File: config.mk
export PLATFORM = sky130hd
export DESIGN_NAME = output_uart_tx
export DESIGN_NICKNAME = d
export VERILOG_FILES = /design/src/rtl/output_uart_tx.sv
export SDC_FILE = /design/constraint.sdc
export NUM_CORES = 1
export LEC_CHECK = 0
export CORE_UTILIZATION = 45
export DETAILED_ROUTE_END_ITERATION = 12
export DONT_BUFFER_PORTS = 1
export HOLD_SLACK_MARGIN = 0.08
export RECOVER_POWER = 25
export SETUP_SLACK_MARGIN = 0.2
export SKIP_CTS_REPAIR_TIMING = 1
export SLEW_MARGIN = 10
export SYNTH_ARGS = -nofsm -noshare
export SYNTH_HDL_FRONTEND = slang
export SYNTH_SLANG_ARGS = --single-unit
File: constraint.sdc
create_clock -name clk -period 6.5 [get_ports clk]
set_input_delay 1.3 -clock clk [delete_from_list [all_inputs] [get_ports clk]]
set_output_delay 1.3 -clock clk [all_outputs]
set_load 0.005 [all_outputs]
File: src/rtl/output_uart_tx.sv
// Output-port UART: buffers 16-bit CPU output words in a FIFO and sends each
// one as two 8N1 frames (low byte first) on a registered, idle-high tx line.
module output_uart_tx #(
  parameter int unsigned CLKS_PER_BIT = 16,
  parameter int unsigned DEPTH        = 4
) (
  input  logic                         clk,
  input  logic                         rst,
  input  logic [15:0]                  wr_data,
  input  logic                         wr_en,
  output logic                         full,
  output logic [$clog2(DEPTH+1)-1:0]   count,
  output logic                         busy,
  output logic                         overflow,
  output logic                         tx
);

  localparam int unsigned PTR_W = $clog2(DEPTH);
  localparam int unsigned CNT_W = $clog2(DEPTH + 1);
  localparam int unsigned TCK_W = $clog2(CLKS_PER_BIT);
  localparam logic [TCK_W-1:0] LAST_TICK = TCK_W'(CLKS_PER_BIT - 1);
  localparam logic [CNT_W-1:0] ALMOST    = CNT_W'(DEPTH - 1);

  typedef enum logic [1:0] {IDLE, START, DATA, STOP} state_t;

  state_t             state;
  logic [TCK_W-1:0]   tick;
  logic [2:0]         bit_idx;
  logic               byte_idx;
  logic [15:0]        shreg;
  logic [PTR_W-1:0]   rd_ptr;
  logic [PTR_W-1:0]   wr_ptr;
  logic [15:0]        mem [DEPTH];
  logic               push;
  logic               pop;

  // Both decisions use registered state only: a push at full is dropped even
  // when the serializer pops in the same cycle.
  assign push = wr_en & ~full;
  assign pop  = (state == IDLE) && (count != '0);

  always_ff @(posedge clk) begin
    if (push) mem[wr_ptr] <= wr_data;
  end

  // FIFO pointers, occupancy, full flag and sticky overflow
  always_ff @(posedge clk or negedge rst) begin
    if (!rst) begin
      wr_ptr   <= '0;
      rd_ptr   <= '0;
      count    <= '0;
      full     <= 1'b0;
      overflow <= 1'b0;
    end else begin
      if (push) wr_ptr <= wr_ptr + PTR_W'(1);
      if (pop)  rd_ptr <= rd_ptr + PTR_W'(1);
      case ({push, pop})
        2'b10: begin
          count <= count + CNT_W'(1);
          full  <= (count == ALMOST);
        end
        2'b01: begin
          count <= count - CNT_W'(1);
          full  <= 1'b0;
        end
        default: begin
          count <= count;
          full  <= full;
        end
      endcase
      if (wr_en && full) overflow <= 1'b1;
    end
  end

  // Serializer: shreg shifts right once per data bit, so after the low byte
  // its bottom eight bits already hold the high byte.
  always_ff @(posedge clk or negedge rst) begin
    if (!rst) begin
      state    <= IDLE;
      tx       <= 1'b1;
      busy     <= 1'b0;
      tick     <= '0;
      bit_idx  <= '0;
      byte_idx <= 1'b0;
      shreg    <= '0;
    end else begin
      case (state)
        IDLE: begin
          tick <= '0;
          tx   <= 1'b1;
          if (pop) begin
            shreg    <= mem[rd_ptr];
            byte_idx <= 1'b0;
            bit_idx  <= '0;
            tx       <= 1'b0;
            busy     <= 1'b1;
            state    <= START;
          end
        end
        START: begin
          if (tick == LAST_TICK) begin
            tick  <= '0;
            tx    <= shreg[0];
            state <= DATA;
          end else begin
            tick <= tick + TCK_W'(1);
          end
        end
        DATA: begin
          if (tick == LAST_TICK) begin
            tick  <= '0;
            shreg <= {1'b0, shreg[15:1]};
            if (bit_idx == 3'd7) begin
              tx    <= 1'b1;
              state <= STOP;
            end else begin
              bit_idx <= bit_idx + 3'd1;
              tx      <= shreg[1];
            end
          end else begin
            tick <= tick + TCK_W'(1);
          end
        end
        STOP: begin
          if (tick == LAST_TICK) begin
            tick <= '0;
            if (!byte_idx) begin
              byte_idx <= 1'b1;
              bit_idx  <= '0;
              tx       <= 1'b0;
              state    <= START;
            end else begin
              tx    <= 1'b1;
              busy  <= 1'b0;
              state <= IDLE;
            end
          end else begin
            tick <= tick + TCK_W'(1);
          end
        end
        default: begin
          tx    <= 1'b1;
          busy  <= 1'b0;
          state <= IDLE;
        end
      endcase
    end
  end

endmodule

==> out/results.ini, run 1 <==
[sta]
fin_crit_ns=2.69
fin_skew_ns=0.0116
hold_viol=0
setup_slack_ns=3.81
finalCritPeriodShare=0.413
rsz0062_at_grt=false
final-setup-viol-count=0
fmax_mhz=372
finalSetupTns_ns=0
slew_violations=0
hold_ws_ns=0.491
slew_headroom=0.400
tightest_slew_ns=0.900

[worst_setup_path]
crit_path_start=wr_en
cp-endpoint=count[2]
cp.arrival_ns=2.93
critPathMaxStageDelay_ns=0.40
reg2reg_depth=5
critPathMostFrequentCell=xor2_1
crit_buf_inv=1
critPathMaxFanout=8
crit_family=simple AND/OR/NAND/NOR gates
path_cells=nor2b_1, inv_1, ha_1, xor2_1, ha_1, a21oi_1, xor2_1, nor2_1, xor2_1
start_kind=primary input
worstSetupEndpointType=flop
timing_worst_setup_path_type=primary input to flop
cp.depth=9
rr_startpoint=state[0]
reg2reg_slack_ns=3.94
slowest_stage=nor2b_1
worstPathRequired_ns=6.75
r2r-end=shreg[0]

[floorplan]
die_y_um=102
initial_core_util=0.473
coreArea_sq_um=9420
die_x_um=102
floorplan.die_area_sq_um=10300
io_pins=26
floorplan.rows=35

[routing]
dr.pass1.iters=4
ant_nets=0
via_count=2347
avgRoutedWirePerCell_um=16.7
wl_um=7250
viasPerCell=5.41
drc=0
detail_route.iter0.violations=72

[logic_synthesis]
synth_fp_nets=339
synth_xor_area_frac=0.0157
yosysSeqAreaShare=0.639
synthMuxAreaShare=0.0878
ys.flop_type=edfxtp_1
synthTopCellsByCount=64 x edfxtp_1, 36 x dfrtp_1, 23 x mux2_2, 22 x nand2_1, 16 x nor2b_1
netlist_area_sq_um=4460
synth.top_cell.area_share=0.431
yosys_warnings=0
synth_cell_types=46
ys_seq_elements=101
synth_adder_area_share=0.0393
syn_inst=306
synth_compound_area_frac=0.103
synth_edf_count=64
yosys-top-cells-area=edfxtp_1 43%, dfrtp_1 20%, mux2_2 5.8%
synth-async-reset-ratio=0.366
yosysTopAreaCell=edfxtp_1
syn_area_per_cell_sq_um=14.6
synthSimpleGateAreaFrac=0.0811
synth_top_family_by_area=compound AO/OA/AOI/OAI gates
synth.most_common_cell=edfxtp_1

[power]
peakVddDrop_uv=200
power_per_cell_area_nw_per_um2=457
power.leakage_nw=1.72

[layout]
antenna_cells=0
multi_input_area_sq_um=1460
final_area_sq_um=4690
nNetsFinal=333
fillCellCount=804
drive_above_1_share=0.200
layout.area.seq_sq_um=2850
area_delta_synth_final_pct=5.22

[clocking]
clockBufferDepth=2
insertion_delay_ns=0.37
cts_buffers=9
cts_tree=yes
htreeDepth=3
clock-sinks=101
clkTransAtPathRegs_ns=0.09
cts_root_buf=clkbuf_8

[worst_hold_path]
hold_class=flop to flop

[placement]
port-buffer-count=0
hpwlAfterDp_um=4500
place_ws_ns=3.40
finalWeightedCongestion=0.718
post_dp_cell_area_sq_um=4510

[grt]
grt_overflow=0
antenna_found_initial=0
grt_max_degree=38
grt_pass1_vias=2444
grt.total_usage=0.164
grt_pass1_wl_um=12400

[outcome]
status=finished clean

[run]
drv_cap=0

## logic make-up (layout without fill, tap and decap cells)
kind of cell             Yosys count  after routing
AO/OA/AOI/OAI                     57             57
XOR/XNOR                           8              8
adder cells (fa/ha/maj)           14             14
buffers and inverters             27             26
flip-flops                       101            101
multiplexers                      34             34
AND/OR/NAND/NOR                   65             65
## layout by cell type (no fill, tap or decap), drive strengths merged, types with 2 or more instances in the layout
cell type   n
xnor2       5
dfrtp      36
edfxtp     64
a21oi       6
ha         14
o22ai      14
o21ai      10
xor2        3
nand2      23
o31ai      18
and2        4
nor2b      16
nor3        3
mux2       31
mux2i       2
clkinv      2
nor2        6
nand2b      5
o221ai      2
a21o        2
clkbuf     10
inv        12
## layer usage
metal / GRT usage / routed length, um
met1: 0.203 / 3190
met5: 0 / 0
met3: 0.0531 / 342
met4: 0.0669 / 129
met2: 0.267 / 3590
## final cells by class
class	instances	area share
clock buffer	10	0.0272
multi-input combinational	178	0.311
tap	129	0.0344
clock inverter	6	0.0115
sequential	101	0.607
timing repair buffer	1	0.00160
inverter	9	0.00720
## state kept, by name, indices dropped and copies added (netlist names), 2 cells and up
signal   flops
count        3
tick         4
rd_ptr       2
state        2
bit_idx      3
wr_ptr       2
mem         64
shreg       16
## metrics by stage
stage | util | instances | power, mW
3_3_place_gp | 0.479 | 418 | 1.78
6_report | 0.498 | 434 | 2.15
4_1_cts | 0.498 | 434 | 2.18
2_1_floorplan | - | 306 | 1.67
5_1_grt | 0.498 | 434 | 2.32
3_5_place_dp | 0.479 | 418 | 1.80
## power by group
part	internal (mW)	total [mW]	leakage [nW]	switching, mW
sequential	0.881	0.979	1.04	0.0984
combinational	0.346	0.794	0.596	0.448
clock	0.146	0.372	0.0894	0.226
## worst reg2reg max path, cell delays in order, from the launching register on
cell and delay (ns):
dfrtp_1 0.42, inv_1 0.11, ha_1 0.76, nand2b_1 0.67, o221ai_1 0.19, mux2_1 0.31
## worst min path at each step
| stage | from | end | depth (start not counted) |
|---|---|---|---|
| floorplan | overflow | overflow | 1 |
| global placement | shreg[8] | shreg[8] | 2 |
| detailed placement | overflow | overflow | 1 |
| CTS | overflow | overflow | 1 |
| global route | overflow | overflow | 1 |
| finish | overflow | overflow | 1 |
Note: power is estimated with default switching activity, not from simulation.
==> run 2: changes to the inputs <==
==> constraint.sdc (replaced) <==
create_clock -name clk -period 2.3 [get_ports clk]
set_input_delay 0.46 -clock clk [delete_from_list [all_inputs] [get_ports clk]]
set_output_delay 0.46 -clock clk [all_outputs]
set_load 0.005 [all_outputs]
==> out/results.ini, run 2 (same netlist as run 1, synthesis figures left out) <==
[outcome]
status=finished clean

[grt]
grt_pass1_wl_um=12400  ; +0.17%
grt_pass1_vias=2457  ; +0.53%
antenna_found_initial=0  ; unchanged
grt.total_usage=0.166  ; +0.00212
grt_max_degree=38  ; unchanged
grt_overflow=0  ; unchanged

[sta]
fin_skew_ns=0.0110  ; -0.000604 ns
slew_headroom=0.683  ; +0.283
fmax_mhz=485
setup_slack_ns=0.236  ; -3.58 ns
hold_viol=0  ; unchanged
hold_ws_ns=0.183  ; -0.307 ns
final-setup-viol-count=0  ; unchanged
finalSetupTns_ns=0  ; unchanged
tightest_slew_ns=0.475  ; -0.425 ns
fin_crit_ns=2.06
slew_violations=0  ; unchanged
rsz0062_at_grt=true
finalCritPeriodShare=0.897

[routing]
detail_route.iter0.violations=68  ; -5.6%
via_count=2369  ; +0.94%
viasPerCell=5.21  ; -3.7%
avgRoutedWirePerCell_um=16.6  ; -0.88%
drc=0  ; unchanged
ant_nets=0  ; unchanged
wl_um=7540  ; +3.9%
dr.pass1.iters=4  ; unchanged

[layout]
fin_util=0.524  ; +0.0254
largest_register_ffs=64  ; unchanged
area_delta_synth_final_pct=10.6
fillCellCount=789  ; -1.9%
final_common_cell=edfxtp_1
drive_above_1_share=0.258  ; +0.0577
antenna_cells=0  ; unchanged
regMostFlops=mem
nNetsFinal=354  ; +6.3%
final_area_sq_um=4930  ; +5.1%
reg_top3=mem: 64 flops, shreg: 16 flops, tick: 4 flops
layout_common_cells=64 x edfxtp_1, 35 x dfrtp_1, 23 x mux2_2
stdcell_count=455  ; +4.8%

[placement]
post_dp_cell_area_sq_um=4630  ; +2.8%
place_ws_ns=0.207  ; -3.20 ns
dpl.cell_count=434  ; +3.8%
hpwlAfterDp_um=4630  ; +3.0%
finalWeightedCongestion=0.735  ; +2.4%
port-buffer-count=0  ; unchanged

[clocking]
cts_tree=yes
cts_root_buf=clkbuf_8
clockBufferDepth=2  ; unchanged
insertion_delay_ns=0.36  ; about the same
clkTransAtPathRegs_ns=0.10  ; about the same
cts_buffers=9  ; unchanged
htreeDepth=3  ; unchanged
clock-sinks=101  ; unchanged

[run]
drv_cap=0  ; unchanged

[worst_setup_path]
reg2reg_slack_ns=0.24  ; -3.70 ns
worstSetupEndpointType=flop
cp.arrival_ns=2.31  ; -0.62 ns
reg2reg_depth=10  ; +5
timing_worst_setup_path_type=flop to flop
start_kind=flop
rr_startpoint=count[0]
worstPathRequired_ns=2.55  ; -4.20 ns
r2r-end=count[2]
critPathMaxFanout=4  ; -4

[worst_hold_path]
hold_class=primary input to flop
holdPathEnd=mem[1][10]
hold_depth=0  ; -1
hp-start=wr_data[10]

[floorplan]
initial_core_util=0.473  ; unchanged
die_y_um=102  ; unchanged
coreArea_sq_um=9420  ; unchanged
die_x_um=102  ; unchanged
floorplan.die_area_sq_um=10300  ; unchanged
io_pins=26  ; unchanged
floorplan.rows=35  ; unchanged

[power]
peakVddDrop_uv=671  ; +240%
power_per_cell_area_nw_per_um2=1330  ; +190%
power.leakage_nw=1.86  ; +7.9%
report.power.total_mw=6.53  ; +200%

-- run 2: changes by cell type in the layout (fill, tap and decap cells not counted), sizes merged --
cell	before	now
buf	1	21
bufinv	0	2
clkbuf	10	11
clkinv	2	0
clkinvlp	1	0
dlygate4sd3	0	1
-- run 2: worst max path at each step --
stage | cells past startpoint | slack [ns] | startpoint | end
5_1_grt | 10 | 0.15 | count[0] | count[2]
3_3_place_gp | 10 | 0.24 | count[0] | count[2]
6_report | 10 | 0.24 | count[0] | count[2]
4_1_cts | 10 | 0.19 | count[0] | count[2]
2_1_floorplan | 10 | 0.21 | count[0] | count[2]
3_5_place_dp | 10 | 0.21 | count[0] | count[2]
-- run 2: report_power, final --
group	switching, mW	internal (mW)	total, mW
Sequential	0.225	2.49	2.71
Clock	0.609	0.655	1.26
Combinational	1.39	1.17	2.56
Total	2.23	4.31	6.53
-- run 2: layout make-up --
class	instances	area [sq um]	area share
inverter	9	33.8	0.00685
sequential	101	2850	0.578
multi-input combinational	178	1470	0.298
clock buffer	11	141	0.0287
clock inverter	5	86.3	0.0175
tap	129	161	0.0327
timing repair buffer	22	188	0.0381
-- run 2: worst max-delay path: stages, from the launching register on --
cell,delay (ns)
dfrtp_2,0.41
or3_4,0.41
nand2_4,0.10
inv_2,0.06
ha_2,0.18
xor2_1,0.15
ha_1,0.19
a21oi_2,0.11
xor2_1,0.15
nor2_1,0.06
xor2_1,0.14
-- run 2: layer usage --
metal  vias to the layer above  GRT usage  share of wire
met5                         -          0              0
met4                         0     0.0713          0.017
met3                        10     0.0476          0.029
met2                        27      0.284           0.51
met1                      1179      0.196           0.44
li1                       1153          -              -
